===== src/rtl/reg_bank_pkg.sv =====
// Shared constants for the register-bank arbiter: FSM encoding and default widths.
package reg_bank_pkg;

  localparam logic [1:0] ST_IDLE = 2'd0;
  localparam logic [1:0] ST_EXEC = 2'd1;
  localparam logic [1:0] ST_RESP = 2'd2;

  localparam int DEF_NUM_REQ = 4;
  localparam int DEF_DATA_W  = 8;
  localparam int DEF_ADDR_W  = 3;

endpackage


===== src/rtl/rr_arbiter.sv =====
// Combinational round-robin picker: first set request at or after prio_ptr, wrapping.
module rr_arbiter #(
  parameter int NUM_REQ = 4,
  parameter int IDX_W   = $clog2(NUM_REQ)
) (
  input  logic [NUM_REQ-1:0] req,
  input  logic [IDX_W-1:0]   prio_ptr,
  output logic [NUM_REQ-1:0] grant,
  output logic [IDX_W-1:0]   grant_idx
);

  logic [2*NUM_REQ-1:0] req_dbl;
  logic [NUM_REQ-1:0]   req_rot;
  logic [IDX_W:0]       idx_sum;
  logic                 any_req;

  // Rotate so bit 0 of req_rot is the requester at prio_ptr.
  assign req_dbl = {req, req} >> prio_ptr;
  assign req_rot = req_dbl[NUM_REQ-1:0];

  always_comb begin
    any_req   = 1'b0;
    idx_sum   = '0;
    grant_idx = '0;
    // Descending scan so the lowest rotated offset is the one that sticks.
    for (int k = NUM_REQ - 1; k >= 0; k--) begin
      if (req_rot[k]) begin
        any_req = 1'b1;
        idx_sum = {1'b0, prio_ptr} + (IDX_W + 1)'(k);
      end
    end
    if (idx_sum >= (IDX_W + 1)'(NUM_REQ)) begin
      idx_sum = idx_sum - (IDX_W + 1)'(NUM_REQ);
    end
    grant_idx = idx_sum[IDX_W-1:0];
  end

  for (genvar gi = 0; gi < NUM_REQ; gi++) begin : g_grant
    assign grant[gi] = any_req && (grant_idx == IDX_W'(gi));
  end

endmodule


===== src/rtl/reg_bank_arbiter.sv =====
// Shared register-bank controller: round-robin grants one read/write command at a
// time, executes it against a flop bank and returns a one-cycle response.
module reg_bank_arbiter
  import reg_bank_pkg::*;
#(
  parameter int NUM_REQ = DEF_NUM_REQ,
  parameter int DATA_W  = DEF_DATA_W,
  parameter int ADDR_W  = DEF_ADDR_W
) (
  input  logic                      clk,
  input  logic                      rst,
  input  logic [NUM_REQ-1:0]        req_valid,
  output logic [NUM_REQ-1:0]        req_ready,
  input  logic [NUM_REQ-1:0]        req_we,
  input  logic [NUM_REQ*ADDR_W-1:0] req_addr,
  input  logic [NUM_REQ*DATA_W-1:0] req_wdata,
  output logic [NUM_REQ-1:0]        rsp_valid,
  output logic [DATA_W-1:0]         rsp_rdata,
  output logic                      busy
);

  localparam int IDX_W = $clog2(NUM_REQ);
  localparam int DEPTH = 1 << ADDR_W;

  logic [1:0]        state_reg;
  logic [IDX_W-1:0]  prio_ptr_reg;
  logic [IDX_W-1:0]  gnt_idx_reg;
  logic              we_reg;
  logic [ADDR_W-1:0] addr_reg;
  logic [DATA_W-1:0] wdata_reg;
  logic [DATA_W-1:0] rdata_reg;
  logic [DATA_W-1:0] bank_reg [DEPTH];

  logic [NUM_REQ-1:0] arb_grant;
  logic [IDX_W-1:0]   arb_idx;
  logic [ADDR_W-1:0]  addr_arr  [NUM_REQ];
  logic [DATA_W-1:0]  wdata_arr [NUM_REQ];

  for (genvar gi = 0; gi < NUM_REQ; gi++) begin : g_unpack
    assign addr_arr[gi]  = req_addr[gi*ADDR_W +: ADDR_W];
    assign wdata_arr[gi] = req_wdata[gi*DATA_W +: DATA_W];
  end

  rr_arbiter #(
    .NUM_REQ (NUM_REQ),
    .IDX_W   (IDX_W)
  ) u_arb (
    .req       (req_valid),
    .prio_ptr  (prio_ptr_reg),
    .grant     (arb_grant),
    .grant_idx (arb_idx)
  );

  // Gated by rst so ready stays low while reset is held, even with valids up.
  assign req_ready = (state_reg == ST_IDLE && rst) ? arb_grant : '0;
  assign busy      = (state_reg != ST_IDLE);
  assign rsp_rdata = (state_reg == ST_RESP) ? rdata_reg : '0;

  for (genvar gi = 0; gi < NUM_REQ; gi++) begin : g_rsp
    assign rsp_valid[gi] = (state_reg == ST_RESP) && (gnt_idx_reg == IDX_W'(gi));
  end

  always_ff @(posedge clk or negedge rst) begin
    if (!rst) begin
      state_reg    <= ST_IDLE;
      prio_ptr_reg <= '0;
      gnt_idx_reg  <= '0;
      we_reg       <= 1'b0;
      addr_reg     <= '0;
      wdata_reg    <= '0;
      rdata_reg    <= '0;
      for (int i = 0; i < DEPTH; i++) begin
        bank_reg[i] <= '0;
      end
    end else begin
      case (state_reg)
        ST_IDLE: begin
          if (|req_valid) begin
            gnt_idx_reg  <= arb_idx;
            we_reg       <= req_we[arb_idx];
            addr_reg     <= addr_arr[arb_idx];
            wdata_reg    <= wdata_arr[arb_idx];
            prio_ptr_reg <= (arb_idx == IDX_W'(NUM_REQ - 1)) ? '0 : arb_idx + 1'b1;
            state_reg    <= ST_EXEC;
          end
        end
        ST_EXEC: begin
          // Writes echo their own data back as the response.
          if (we_reg) begin
            bank_reg[addr_reg] <= wdata_reg;
            rdata_reg          <= wdata_reg;
          end else begin
            rdata_reg <= bank_reg[addr_reg];
          end
          state_reg <= ST_RESP;
        end
        ST_RESP: state_reg <= ST_IDLE;
        default: state_reg <= ST_IDLE;
      endcase
    end
  end

endmodule


===== config.mk =====
export PLATFORM = sky130hd
export DESIGN_NAME = reg_bank_arbiter
export DESIGN_NICKNAME = d
export VERILOG_FILES = /design/src/rtl/reg_bank_pkg.sv /design/src/rtl/rr_arbiter.sv /design/src/rtl/reg_bank_arbiter.sv
export SDC_FILE = /design/constraint.sdc
export NUM_CORES = 1
export LEC_CHECK = 0
export ABC_CLOCK_PERIOD_IN_PS = 5100
export CAP_MARGIN = 20
export CORE_UTILIZATION = 45
export CTS_BUF_LIST = sky130_fd_sc_hd__clkbuf_4
export DETAILED_ROUTE_END_ITERATION = 10
export MAX_ROUTING_LAYER = met4
export PLACE_DENSITY = 0.68
export SYNTH_ARGS = -nofsm -noshare
export SYNTH_HDL_FRONTEND = slang
export SYNTH_SLANG_ARGS = --single-unit

===== constraint.sdc =====
create_clock -name clk -period 5.1 [get_ports clk]
set_input_delay 1.275 -clock clk [delete_from_list [all_inputs] [get_ports clk]]
set_output_delay 1.275 -clock clk [all_outputs]
set_load 0.05 [all_outputs]

==> parameters.txt, run 1 <==
Parameter                              Value

Final layout
  Antenna diode count    0
  P&R area growth vs syn    19.0%
  Share of cells above drive strength 1    0.263
  Post-Layout Cell Count    582
  Layout Nets    ~500
  Flip-flop count of the largest register, all copies and words added    64
  Core occupancy in the finished layout    0.560

Clocking
  CTS hold repair buffers    0
  Skew-Pair Late Insertion Delay    between 0.4 and 0.5 ns
  Post-CTS repair timing setup buffer count    0
  Deepest level of the CTS H-tree    3
  Clock-pin slew on the worst setup and hold paths    between 0.1 and 0.15 ns
  Post-CTS Resized    0
  Buffers from clock root to sink, at most    2
  Total clock buffers created by CTS    9
  Clock tree from TritonCTS    yes
  Buffer type at the clock tree root    sky130_fd_sc_hd__clkbuf_4
  Total clock sinks    90

Synth
  Ys flop type    sky130_fd_sc_hd__dfrtp_1
  Share of synthesized registers carrying an async set or reset    1.00
  Cell types occupying the most area after synthesis    sky130_fd_sc_hd__dfrtp_1 (49%), sky130_fd_sc_hd__mux2_2 (18%), sky130_fd_sc_hd__mux2i_1 (5.8%), sky130_fd_sc_hd__nand2_1 (2.5%), sky130_fd_sc_hd__o221ai_1 (2.3%)
  Warning count from the yosys run    0
  Synth top area share    0.485
  Number of storage elements in the synthesis netlist    90
  Share of the yosys chip area belonging to registers    0.485
  Synthesized Nets    between 400 and 500
  Mean instance size in the synthesized netlist    12.1 um^2
  Cell Area, Synth    ~4600 um^2
  Number of distinct library cells after synthesis    between 50 and 60
  Syn Inst Count    between 300 and 400
  Cell type with the highest aggregate area in the netlist    sky130_fd_sc_hd__dfrtp_1
  Number of enable flip-flop cells after synthesis    0

Floorplan
  Row count    36
  Area of the die    between 10000 and 15000 um^2
  I/O pin count    71
  Core Footprint    between 9000 and 10000 um^2
  Horizontal die dimension    approximately 100 um
  Die extent in y    a little over 100 um
  Effective utilization at floorplan    0.471

Detailed routing
  Number of vias per cell after detailed routing    5.64
  Number of vias after detailed routing    3283
  TritonRoute pass-1 iters    4
  Number of design-rule violations left by the first detailed-router iteration    approximately 130
  Post-detailed-route DRC marker count    0
  Average detailed-routed wire length per instance    18.8 um
  Residual antenna-violating net count after detailed routing    0
  Final Routed Wirelength    around 11000 um

Timing
  Period minus WS final    4.36 ns
  Fin. max-slew vios    0
  Actual slew at the worst max-slew pin    roughly 0.84 ns
  Share of the cycle needed by the critical path after routing    0.854
  Setup_tns    0 ns
  Hold Violations, Final    0
  RSZ-0062 raised after global routing    no
  Setup violations, final    0
  FMAX    229 MHz
  Setup clock skew after layout    ~0.014 ns
  Max transition margin    0.441

Placed design
  Cell total after placement    between 500 and 600
  Final HPWL DP    between 7000 and 8000 um
  Number of buffers added on ports    70
  RD Place Congestion    slightly above 0.8

Global route
  Global-route wire length before repair    approximately 18000 um
  Number of antenna violations at the first check in global routing    0
  Vias in the first global route    3398
  Total routing usage reported by global routing    0.223
  Largest net degree at the start of global routing    84
  Gr ovfl total    0

Worst setup path
  Crit path kind    in2out
  Crit path DAT    between 3 and 4 ns
  Startpoint kind of the worst setup timing path    input pin
  R2R setup slack    2.63 ns
  Setup crit end kind    primary output
  Maximum net fanout on the critical path    17
  Data required, critical path    3.83 ns

Hold path
  Class of the tightest hold or removal check    reg2reg

Pwr
  Largest voltage drop on the vdd net    about 310 uV
  Leak    between 0.002 and 0.0025 uW
  Total power after layout    between 3000 and 4000 uW
  Pwr dens    ~560 nW/um^2

Job
  Max-cap violation count    0

Status
  Run status    finished clean
-- kinds of logic after synthesis --
group                    count (synthesis)  share of synthesized area
flip-flops                              90                      0.485
adder cells (fa/ha/maj)                  1                    0.00269
multiplexers                           106                      0.255
AND/OR/NAND/NOR                         97                      0.122
buffers and inverters                   33                     0.0472
AO/OA/AOI/OAI                           58                     0.0881
-- final cells by class --
| type | instances | area, um^2 |
|---|---|---|
| clock buffer | 9 | 67.6 |
| clock inverter | 7 | 52.6 |
| fill | 835 | 4340 |
| inverter | 4 | 16.3 |
| multi-input combinational | 262 | 2170 |
| sequential | 90 | 2250 |
| tap | 133 | 166 |
| timing repair buffer | 77 | 798 |
-- through the flow --
step                area (um^2)  hold WS [ns]  setup slack [ns]
CTS                        5500         0.510             0.746
floorplan                  4640         0.459             0.684
global placement           5380         0.473             0.812
global route               5520         0.525             0.682
detailed placement         5380         0.477             0.749
finish                     5520         0.507             0.742
-- power by group --
| part | internal (uW) | switching, uW | leakage (uW) |
|---|---|---|---|
| registers | 1040 | 269 | 0.00116 |
| logic | 658 | 754 | 0.00126 |
| clock network | 103 | 255 | 0.0000619 |
-- worst max-delay path: stages --
cell and delay (ns):
sky130_fd_sc_hd__clkdlybuf4s50_1 0.52, sky130_fd_sc_hd__nand2b_1 0.12, sky130_fd_sc_hd__a21oi_1 0.06, sky130_fd_sc_hd__a211o_1 0.33, sky130_fd_sc_hd__buf_4 0.24, sky130_fd_sc_hd__nor3_1 0.34, sky130_fd_sc_hd__buf_12 0.19
-- Yosys cell counts, types with 2 or more instances --
cell type / count
sky130_fd_sc_hd__nand2_1: 31
sky130_fd_sc_hd__nand3b_1: 9
sky130_fd_sc_hd__a21oi_1: 13
sky130_fd_sc_hd__buf_1: 8
sky130_fd_sc_hd__a221oi_1: 7
sky130_fd_sc_hd__nor3_4: 2
sky130_fd_sc_hd__buf_6: 6
sky130_fd_sc_hd__a31o_2: 2
sky130_fd_sc_hd__a22oi_1: 5
sky130_fd_sc_hd__and3_1: 3
sky130_fd_sc_hd__mux2_1: 3
sky130_fd_sc_hd__o21ai_0: 9
sky130_fd_sc_hd__mux2i_1: 27
sky130_fd_sc_hd__clkbuf_1: 4
sky130_fd_sc_hd__and2_1: 8
sky130_fd_sc_hd__and3b_1: 2
sky130_fd_sc_hd__nand2_2: 4
sky130_fd_sc_hd__nor2b_1: 5
sky130_fd_sc_hd__inv_1: 2
sky130_fd_sc_hd__dfrtp_1: 90
sky130_fd_sc_hd__nor3b_1: 2
sky130_fd_sc_hd__buf_2: 5
sky130_fd_sc_hd__nand3_1: 4
sky130_fd_sc_hd__nor3_1: 6
sky130_fd_sc_hd__mux2_2: 74
sky130_fd_sc_hd__mux4_2: 2
sky130_fd_sc_hd__buf_4: 4
sky130_fd_sc_hd__nand2b_1: 4
sky130_fd_sc_hd__nor2_1: 10
sky130_fd_sc_hd__o221ai_1: 12
-- cells in the final DEF (no fill, tap or decap), types with 3 or more instances in the layout --
cell and n:
sky130_fd_sc_hd__dfrtp_1 90, sky130_fd_sc_hd__mux2_2 74, sky130_fd_sc_hd__clkdlybuf4s50_1 65, sky130_fd_sc_hd__nand2_1 31, sky130_fd_sc_hd__mux2i_1 27, sky130_fd_sc_hd__a21oi_1 13
sky130_fd_sc_hd__o221ai_1 12, sky130_fd_sc_hd__nor2_1 10, sky130_fd_sc_hd__o21ai_0 9, sky130_fd_sc_hd__nand3b_1 9, sky130_fd_sc_hd__clkbuf_4 9, sky130_fd_sc_hd__and2_1 8
sky130_fd_sc_hd__buf_4 8, sky130_fd_sc_hd__a221oi_1 7, sky130_fd_sc_hd__nor3_1 6, sky130_fd_sc_hd__nor2b_1 5, sky130_fd_sc_hd__a22oi_1 5, sky130_fd_sc_hd__nand2b_1 4
sky130_fd_sc_hd__nand2_2 4, sky130_fd_sc_hd__nand3_1 4, sky130_fd_sc_hd__and3_1 3, sky130_fd_sc_hd__mux2_1 3, sky130_fd_sc_hd__buf_12 3
-- path summary, 6_finish.rpt --
kind,end,cells past startpoint,from
min in group asynchronous,prio_ptr_reg[0],1,rst
min reg2reg,bank_reg[51],1,bank_reg[51]
max reg2reg,bank_reg[9],4,state_reg[1]
min,bank_reg[51],1,bank_reg[51]
max in group asynchronous,bank_reg[49],3,rst
max,req_ready[1],7,req_valid[1]
-- routing by layer --
metal | global-route usage | vias to the layer above | wire, um
met5 | - | - | 0
met1 | 0.294 | 1677 | 5030
met4 | 0.0735 | 0 | 192
li1 | - | 1519 | -
met2 | 0.352 | 70 | 5410
met3 | 0.0359 | 17 | 322
Power figures use the tool's default switching activity.
==> run 2: changes to the inputs <==
--- a/config.mk
+++ b/config.mk
@@ -5,13 +5,13 @@
 export SDC_FILE = /design/constraint.sdc
 export NUM_CORES = 1
 export LEC_CHECK = 0
-export ABC_CLOCK_PERIOD_IN_PS = 5100
+export ABC_CLOCK_PERIOD_IN_PS = 4700
 export CAP_MARGIN = 20
-export CORE_UTILIZATION = 45
+export CORE_UTILIZATION = 53
 export CTS_BUF_LIST = sky130_fd_sc_hd__clkbuf_4
 export DETAILED_ROUTE_END_ITERATION = 10
 export MAX_ROUTING_LAYER = met4
-export PLACE_DENSITY = 0.68
+export PLACE_DENSITY = 0.79
 export SYNTH_ARGS = -nofsm -noshare
 export SYNTH_HDL_FRONTEND = slang
 export SYNTH_SLANG_ARGS = --single-unit
==> constraint.sdc (replaced) <==
create_clock -name clk -period 4.7 [get_ports clk]
set_input_delay 1.175 -clock clk [delete_from_list [all_inputs] [get_ports clk]]
set_output_delay 1.175 -clock clk [all_outputs]
set_load 0.05 [all_outputs]
==> run 2 against run 1 <==
  * Clock power up 2%
  * Sequential power up 9%
  * Setup slack worse by 0.22 ns
  * Total power up 7.3%
  * Utilization up 9.3 points
  * Critical path type unchanged
  * Critical endpoint is now req_ready[2]
==> parameters.txt, run 2 (synthesized netlist as in run 1, its figures left out) <==
Parameter                              Value

Status
  Run status    finished clean

Job
  Max-cap violation count    0

Worst setup path
  Setup crit end kind    primary output
  Startpoint kind of the worst setup timing path    input pin
  Crit path DAT    around 3 ns
  Maximum net fanout on the critical path    19
  Crit path kind    in2out
  Data required, critical path    about 3.5 ns

Clocking
  Post-CTS repair timing setup buffer count    0
  Post-CTS Resized    0
  CTS hold repair buffers    0
  Buffers from clock root to sink, at most    2
  Total clock buffers created by CTS    9
  Buffer type at the clock tree root    sky130_fd_sc_hd__clkbuf_4
  Clock tree from TritonCTS    yes
  Total clock sinks    90
  Deepest level of the CTS H-tree    3
  Clock-pin slew on the worst setup and hold paths    ~0.12 ns
  Skew-Pair Late Insertion Delay    approximately 0.44 ns

Global route
  Number of antenna violations at the first check in global routing    0
  Total routing usage reported by global routing    0.266
  Largest net degree at the start of global routing    65
  Global-route wire length before repair    ~17000 um
  Gr ovfl total    0
  Vias in the first global route    between 3000 and 4000

Detailed routing
  Residual antenna-violating net count after detailed routing    0
  Average detailed-routed wire length per instance    slightly below 20 um
  Post-detailed-route DRC marker count    0
  Final Routed Wirelength    approximately 11000 um
  Number of vias after detailed routing    approximately 3300
  TritonRoute pass-1 iters    4
  Number of design-rule violations left by the first detailed-router iteration    between 150 and 200
  Number of vias per cell after detailed routing    ~6

Floorplan
  I/O pin count    between 70 and 80
  Core Footprint    8340 um^2
  Area of the die    9140 um^2
  Row count    33
  Die extent in y    ~96 um
  Horizontal die dimension    ~96 um
  Effective utilization at floorplan    0.557

Hold path
  Class of the tightest hold or removal check    reg2reg

Timing
  Period minus WS final    around 4.2 ns
  Final worst-path setup slack    a little over 0.5 ns
  Setup clock skew after layout    0.0115 ns
  Hold Worst Slack    about 0.51 ns
  Share of the cycle needed by the critical path after routing    0.890
  Setup_tns    0 ns
  Fin. max-slew vios    0
  FMAX    about 240 MHz
  Hold Violations, Final    0
  RSZ-0062 raised after global routing    no
  Max transition margin    0.448
  Setup violations, final    0
  Actual slew at the worst max-slew pin    ~0.83 ns

Pwr
  Pwr dens    roughly 600 nW/um^2
  Leak    around 0.0025 uW
  Largest voltage drop on the vdd net    ~350 uV

Final layout
  P&R area growth vs syn    17.4%
  Commonest non-fill, non-tap cell in the layout    sky130_fd_sc_hd__dfrtp_1
  Flip-flop count of the largest register, all copies and words added    between 60 and 70
  Highest-count cells in the layout ignoring fill and taps    sky130_fd_sc_hd__dfrtp_1 (90), sky130_fd_sc_hd__mux2_2 (74), sky130_fd_sc_hd__clkdlybuf4s50_1 (65)
  Antenna diode count    0
  Layout Nets    497
  Share of cells above drive strength 1    0.260

Placed design
  RD Place Congestion    0.764
  Setup WS pre-CTS    0.558 ns
  Number of buffers added on ports    70
  Final HPWL DP    between 7000 and 8000 um
run 2: changes by cell type in the layout (fill, tap and decap cells not counted), sizes merged:
cell,before,now
buf,12,10
inv,5,3
clkinv,4,6
run 2: metrics by stage:
stage	utilization	cells	area, um^2	total power (uW)
detailed placement	0.640	536	5330	2950
finish	0.653	552	5450	3300
global route	0.653	552	5450	3520
global placement	0.640	536	5330	2890
CTS	0.653	552	5450	3310
floorplan	-	385	4640	2590
run 2: final timing paths:
| check | from | end | slack (ns) | cells past startpoint |
|---|---|---|---|---|
| min in group asynchronous | rst | bank_reg[23] | 0.64 | 1 |
| setup / recovery | req_valid[1] | req_ready[2] | 0.52 | 7 |
| setup reg to reg | state_reg[1] | bank_reg[14] | 2.30 | 4 |
| hold / removal | addr_reg[0] | addr_reg[0] | 0.51 | 2 |
| hold reg to reg | addr_reg[0] | addr_reg[0] | 0.51 | 2 |
| max in group asynchronous | rst | bank_reg[16] | 2.92 | 2 |
run 2: where the power goes:
part | internal [uW] | switching (uW) | total (uW)
combinational | 708 | 804 | 1510
clock | 107 | 260 | 366
sequential | 1120 | 296 | 1420
total | 1940 | 1360 | 3300
run 2: final cells by class:
| class | instances | area (um^2) |
|---|---|---|
| Inverter | 4 | 16.3 |
| Sequential cell | 90 | 2250 |
| Tap cell | 105 | 131 |
| Clock buffer | 9 | 67.6 |
| Timing Repair Buffer | 75 | 763 |
| Multi-Input combinational cell | 262 | 2170 |
| Clock inverter | 7 | 46.3 |
| Fill cell | 656 | 2890 |
run 2: critical path, stage by stage:
cell	delay (ns)
sky130_fd_sc_hd__clkdlybuf4s50_1	0.52
sky130_fd_sc_hd__nor2_1	0.07
sky130_fd_sc_hd__a31o_2	0.38
sky130_fd_sc_hd__clkinv_2	0.13
sky130_fd_sc_hd__nand2_1	0.10
sky130_fd_sc_hd__nor3b_1	0.43
sky130_fd_sc_hd__buf_12	0.20
run 2: metal layers:
layer,global-route usage,vias up,part of all wire
li1,-,1522,-
met1,0.331,1718,0.43
met5,-,-,0
met4,0.0796,0,0.020
met2,0.434,63,0.51
met3,0.0622,23,0.032
